==> src/rtl/slot_mem_arbiter_pkg.sv <==
// slot_pkg: arbiter FSM state type, default sizes and {index, local} address builder
package slot_pkg;
  typedef enum logic {ARB_IDLE, ARB_WAIT} arb_state_t;
  localparam int DEF_CHANNELS = 4;
  localparam int DEF_REGION_BITS = 3;
  localparam int DEF_DATA_W = 8;
  function automatic logic [31:0] mk_addr(input logic [31:0] idx, input logic [31:0] loc, input int loc_w);
    return (idx << loc_w) | (loc & ((32'd1 << loc_w) - 32'd1));
  endfunction
endpackage

==> src/rtl/slot_mem_arbiter_rr_pick.sv <==
// rr_pick: combinational round-robin pick; req mask + ptr in, first req at/after ptr (with wrap) out as gnt, vld = any req
module rr_pick #(
  parameter int N = 4,
  parameter int W = 3
) (
  input  logic [N-1:0] req,
  input  logic [W-1:0] ptr,
  output logic [W-1:0] gnt,
  output logic         vld
);
  logic [N-1:0] rot;
  always_comb begin
    rot = N'({req, req} >> ptr);
    gnt = '0;
    vld = |req;
    for (int j = N - 1; j >= 0; j--)
      if (rot[j]) gnt = W'((int'(ptr) + j) % N);
  end
endmodule

==> src/rtl/slot_mem_arbiter.sv <==
// slot_mem_arbiter: CHANNELS level-handshake channels (ch_*) share one SDRAM port (mem_*) via round-robin; busy_ch = current grant
module slot_mem_arbiter
  import slot_pkg::*;
#(
  parameter int CHANNELS    = DEF_CHANNELS,
  parameter int ADDR_W      = 25,
  parameter int REGION_BITS = DEF_REGION_BITS,
  parameter int DATA_W      = DEF_DATA_W
) (
  input  logic                         clk,
  input  logic                         reset_n,
  input  logic [CHANNELS-1:0]          ch_en,
  input  logic [CHANNELS-1:0]          ch_rd,
  input  logic [CHANNELS-1:0]          ch_we,
  input  logic [CHANNELS*ADDR_W-1:0]   ch_addr,
  input  logic [CHANNELS*DATA_W-1:0]   ch_din,
  output logic [CHANNELS*DATA_W-1:0]   ch_dout,
  output logic [CHANNELS-1:0]          ch_ready,
  output logic [CHANNELS-1:0]          ch_overrun,
  output logic                         mem_req,
  output logic                         mem_we,
  output logic [ADDR_W-1:0]            mem_addr,
  output logic [DATA_W-1:0]            mem_din,
  input  logic [DATA_W-1:0]            mem_dout,
  input  logic                         mem_done,
  output logic [REGION_BITS-1:0]       busy_ch
);
  localparam int LOC_W = ADDR_W - REGION_BITS;
  localparam int IW = CHANNELS > 1 ? $clog2(CHANNELS) : 1;
  arb_state_t state;
  logic [CHANNELS-1:0] prev_lvl, pending, cap_we, lvl, rise;
  logic [CHANNELS-1:0][ADDR_W-1:0] cap_addr;
  logic [CHANNELS-1:0][DATA_W-1:0] cap_din, dout_q;
  logic [REGION_BITS-1:0] ptr, gnt;
  logic vld;
  logic [IW-1:0] gi, bi;
  assign lvl = ch_rd | ch_we;
  assign rise = lvl & ~prev_lvl & ch_en;
  assign ch_ready = ~pending | ~ch_en;
  assign gi = gnt[IW-1:0];
  assign bi = busy_ch[IW-1:0];
  for (genvar i = 0; i < CHANNELS; i++) begin : g_dout
    assign ch_dout[i*DATA_W +: DATA_W] = ch_en[i] ? dout_q[i] : '1;
  end
  rr_pick #(.N(CHANNELS), .W(REGION_BITS)) u_pick (
    .req(pending),
    .ptr(ptr),
    .gnt(gnt),
    .vld(vld)
  );
  always_ff @(posedge clk or negedge reset_n) begin
    if (!reset_n) begin
      state      <= ARB_IDLE;
      prev_lvl   <= '0;
      pending    <= '0;
      cap_we     <= '0;
      cap_addr   <= '0;
      cap_din    <= '0;
      dout_q     <= '1;
      ch_overrun <= '0;
      ptr        <= '0;
      mem_req    <= 1'b0;
      mem_we     <= 1'b0;
      mem_addr   <= '0;
      mem_din    <= '0;
      busy_ch    <= '0;
    end else begin
      prev_lvl   <= lvl;
      ch_overrun <= ch_overrun | (rise & pending);
      mem_req    <= 1'b0;
      for (int i = 0; i < CHANNELS; i++)
        if (rise[i] && !pending[i]) begin
          pending[i]  <= 1'b1;
          cap_we[i]   <= ch_we[i];
          cap_addr[i] <= ch_addr[i*ADDR_W +: ADDR_W];
          cap_din[i]  <= ch_din[i*DATA_W +: DATA_W];
        end
      if (state == ARB_IDLE) begin
        if (vld) begin
          mem_req  <= 1'b1;
          mem_we   <= cap_we[gi];
          mem_din  <= cap_din[gi];
          mem_addr <= ADDR_W'(mk_addr(32'(gnt), 32'(cap_addr[gi]), LOC_W));
          busy_ch  <= gnt;
          state    <= ARB_WAIT;
        end
      end else if (mem_done) begin
        if (!cap_we[bi] && ch_en[bi]) dout_q[bi] <= mem_dout;
        pending[bi] <= 1'b0;
        ptr   <= (busy_ch == REGION_BITS'(CHANNELS - 1)) ? '0 : busy_ch + 1'b1;
        state <= ARB_IDLE;
      end
    end
  end
endmodule

==> config.mk <==
export PLATFORM = sky130hd
export DESIGN_NAME = slot_mem_arbiter
export DESIGN_NICKNAME = d
export VERILOG_FILES = /design/src/rtl/slot_mem_arbiter_pkg.sv /design/src/rtl/slot_mem_arbiter_rr_pick.sv /design/src/rtl/slot_mem_arbiter.sv
export SDC_FILE = /design/constraint.sdc
export NUM_CORES = 1
export LEC_CHECK = 0
export ABC_AREA = 0
export BUFFER_PORTS_ARGS = -buffer_cell sky130_fd_sc_hd__clkbuf_2
export CORE_UTILIZATION = 40
export DETAILED_ROUTE_END_ITERATION = 10
export SLEW_MARGIN = 20
export SYNTH_ARGS = -nofsm -noshare
export SYNTH_HDL_FRONTEND = slang
export SYNTH_SLANG_ARGS = --single-unit
==> constraint.sdc <==
create_clock -name clk -period 4.1 [get_ports clk]
set_clock_uncertainty 0.05 [all_clocks]
set_input_delay 0.205 -clock clk [delete_from_list [all_inputs] [get_ports clk]]
set_output_delay 0.205 -clock clk [all_outputs]
set_load 0.02 [all_outputs]
==> results.json <==
{
  "outcome": "finished, violations left",
  "violations": "design-rule violations",
  "clk_pin_slew_ps": 70,
  "synth_common_cells": "173 x dfrtp_1, 125 x mux2_2, 62 x mux2i_1",
  "synthToLayoutAreaGrowth_pct": 37.7,
  "start_kind": "flip-flop",
  "r2r_setup_slack_ps": 1520,
  "rsz0062_at_grt": "no",
  "p_switching_w": 0.00301,
  "ctsResizeCount": 0,
  "synth_enable_flop_cells": 0,
  "num_rows": 54,
  "power_frac_clock": 0.222,
  "ys_warn_count": 0,
  "worst-setup-path-type": "reg -> reg",
  "combPwrFrac": 0.375,
  "overflow": 0,
  "drive_above_1_share": 0.445,
  "detail-route-antenna-nets": 0,
  "preCtsSetupSlack_ps": 1510,
  "p_int_w": 0.00601,
  "grt_start_max_net_pins": 107,
  "cts_buffers": 23,
  "max-vdd-ir-drop_mv": 0.477,
  "fp.dieW_um": 152,
  "vias_per_cell": 4.88,
  "ys_dominant_reg_cell": "dfrtp_1",
  "dp.cells": 1101,
  "wl_mm": 22.7,
  "fin_tns_setup_ps": 0,
  "p_leak_nw": 5.82,
  "clock_sinks": 205,
  "start_util": 0.410,
  "core_sq_um": 22000,
  "io_buffers": 218,
  "final_nets": 1147,
  "gp_congestion": 0.772,
  "yosysTopAreaCell": "dfrtp_1",
  "p_per_area_nw_per_um2": 727,
  "dieArea_sq_um": 23100,
  "grt_pass1_vias": 6817,
  "cts-root-buf": "clkbuf_16",
  "drt_iter0_drc": 259,
  "yosys.cell_types.count": 38,
  "final_util": 0.565,
  "grtUsageMet1": 0.267,
  "fmax_mhz": 388,
  "synth.most_common_cell": "dfrtp_1",
  "r2r-start": "pending[3]",
  "dp_hpwl_mm": 14.3,
  "grt_util_met3": 0.0476,
  "drtPass1Iterations": 8,
  "post_drt_wl_per_cell_um": 17.6,
  "required_ps": 4400,
  "grt_use_total": 0.201,
  "postSynthCellCount": 639,
  "final-max-slew-violation-count": 0,
  "cap_violations": 0,
  "grt_util_met2": 0.336,
  "ys_ff_latch": 205,
  "hold_path_depth": 4,
  "seq_power_share": 0.403,
  "synthArstFlopShare": 1.00,
  "syn-cell-area_sq_um": 9000,
  "ys_seq_area_frac": 0.574,
  "setup_violations": 0,
  "fin_crit_ps": 2580,
  "dieHeight_um": 152,
  "antenna_found_initial": 1,
  "grt_pass1_wl_mm": 37.1,
  "clk_latency_ps": 510,
  "synthTopCellsByArea": "dfrtp_1 48%, mux2_2 16%, dfstp_2 9.3%, mux2i_1 6.9%, o221ai_1 3.0%",
  "clk_path_buf_depth": 3,
  "min_period_over_period": 0.628,
  "gr-max-usage-layer": "met2",
  "avgSynthCellArea_sq_um": 14.1,
  "yosys.area.top_type_share": 0.481,
  "setup_ws_ps": 1520,
  "hold_start": "ch_en[3]",
  "reg2reg_to": "mem_we",
  "ios": 233,
  "max_slew_margin": 0.350,
  "hold_class": "in -> reg",
  "hold_violations": 0,
  "crit_fanout": 22,
  "vias": 6278,
  "final_cells": 1286,
  "p_sw_frac": 0.334,
  "worstSetupEndpointType": "flip-flop",
  "reg2reg_depth": 6,
  "htreeDepth": 1,
  "fin_area_sq_um": 12400,
  "tightest_slew_ps": 975,
  "route.detailed.drc": 30,
  "tritoncts": "built",
  "hold-path-endpoint": "pending[3]",
  "worst_ep_arrival_time_ps": 2880,
  "dpl-instance-area_sq_um": 10200
}
critical path, cell delays in order, from the launching register on:
cell and delay (ps):
dfrtp_1 500, nor4_1 410, or2_1 490, inv_1 130, nand2_1 430, buf_12 260, o221ai_1 140
worst max-delay path by stage:
stage                           from          end  slack [ps]  depth (start not counted)
after floorplan           busy_ch[0]   dout_q[16]        2100                          6
after global placement    pending[3]       mem_we        1510                          6
after detailed placement  pending[3]  mem_addr[6]        1510                          6
after CTS                 pending[3]       mem_we        1460                          6
after global routing      pending[3]       mem_we        1260                          6
final                     pending[3]       mem_we        1520                          6
cell usage in the layout, fill, tap and decap left out, types with 3 or more instances in the layout:
cell           instances
mux2_2               125
a21oi_1                4
dfrtp_1              173
nand2b_1              36
dfstp_2               32
a21o_1                 5
dlygate4sd3_1        142
clkbuf_2             217
clkinv_2               5
clkbuf_8               6
mux2_4                16
clkbuf_16             23
nor3b_1                4
inv_1                  8
mux2_1                15
buf_4                  5
buf_12                 3
o221ai_1              31
nor2_1                 7
nand2_1               44
mux2i_1               62
ha_1                   4
clkbuf_1               6
cell type report:
type / instances / area [sq um]
well taps: 280 / 350
clock buffers: 34 / 667
repair buffers: 368 / 2620
inverters: 10 / 37.5
multi-input cells: 380 / 3480
flip-flops and latches: 205 / 5170
fillers: 1827 / 9560
clock inverters: 8 / 67.6
diodes: 1 / 2.50
kinds of logic after synthesis:
family,Yosys count,share of synthesized area
simple gates,107,0.0625
fa+ha+maj,4,0.00556
flops,205,0.574
mux,219,0.273
other cells,1,0.000416
buf+inv,55,0.0413
compound gates,48,0.0428
what timing repair did:
item                                   4_1_cts  5_1_grt
setup buffers                                0        0
endpoints found under the hold margin      259        0
hold buffers                               142        0
registers in the layout (all words and copies together), names as in the netlist:
name / count
mem_addr: 23
mem_req: 1
mem_din: 8
dout_q: 32
cap_we: 4
mem_we: 1
ptr: 2
cap_addr: 88
ch_overrun: 4
prev_lvl: 4
pending: 4
state: 1
busy_ch: 1
cap_din: 32
stage by stage:
stage                     power (W)  hold slack [ps]
after floorplan             0.00609             -141
after global placement      0.00689              340
after detailed placement    0.00698              335
after CTS                   0.00913              232
after global routing        0.00958              287
final                       0.00902              237
power by group through the flow:
| stage | combinational, W | clock [W] | sequential, W |
|---|---|---|---|
| final | 0.00338 | 0.00200 | 0.00364 |
| after global routing | 0.00367 | 0.00213 | 0.00378 |
| after CTS | 0.00343 | 0.00206 | 0.00364 |
| after detailed placement | 0.00331 | 0 | 0.00366 |
| after global placement | 0.00325 | 0 | 0.00364 |
| after floorplan | 0.00242 | 0 | 0.00367 |
per-layer routing:
metal,vias up,part of all wire
met2,160,0.47
met5,-,0
met1,3129,0.46
met3,30,0.055
li1,2959,-
met4,0,0.018
(Power assumes the default switching activity.)
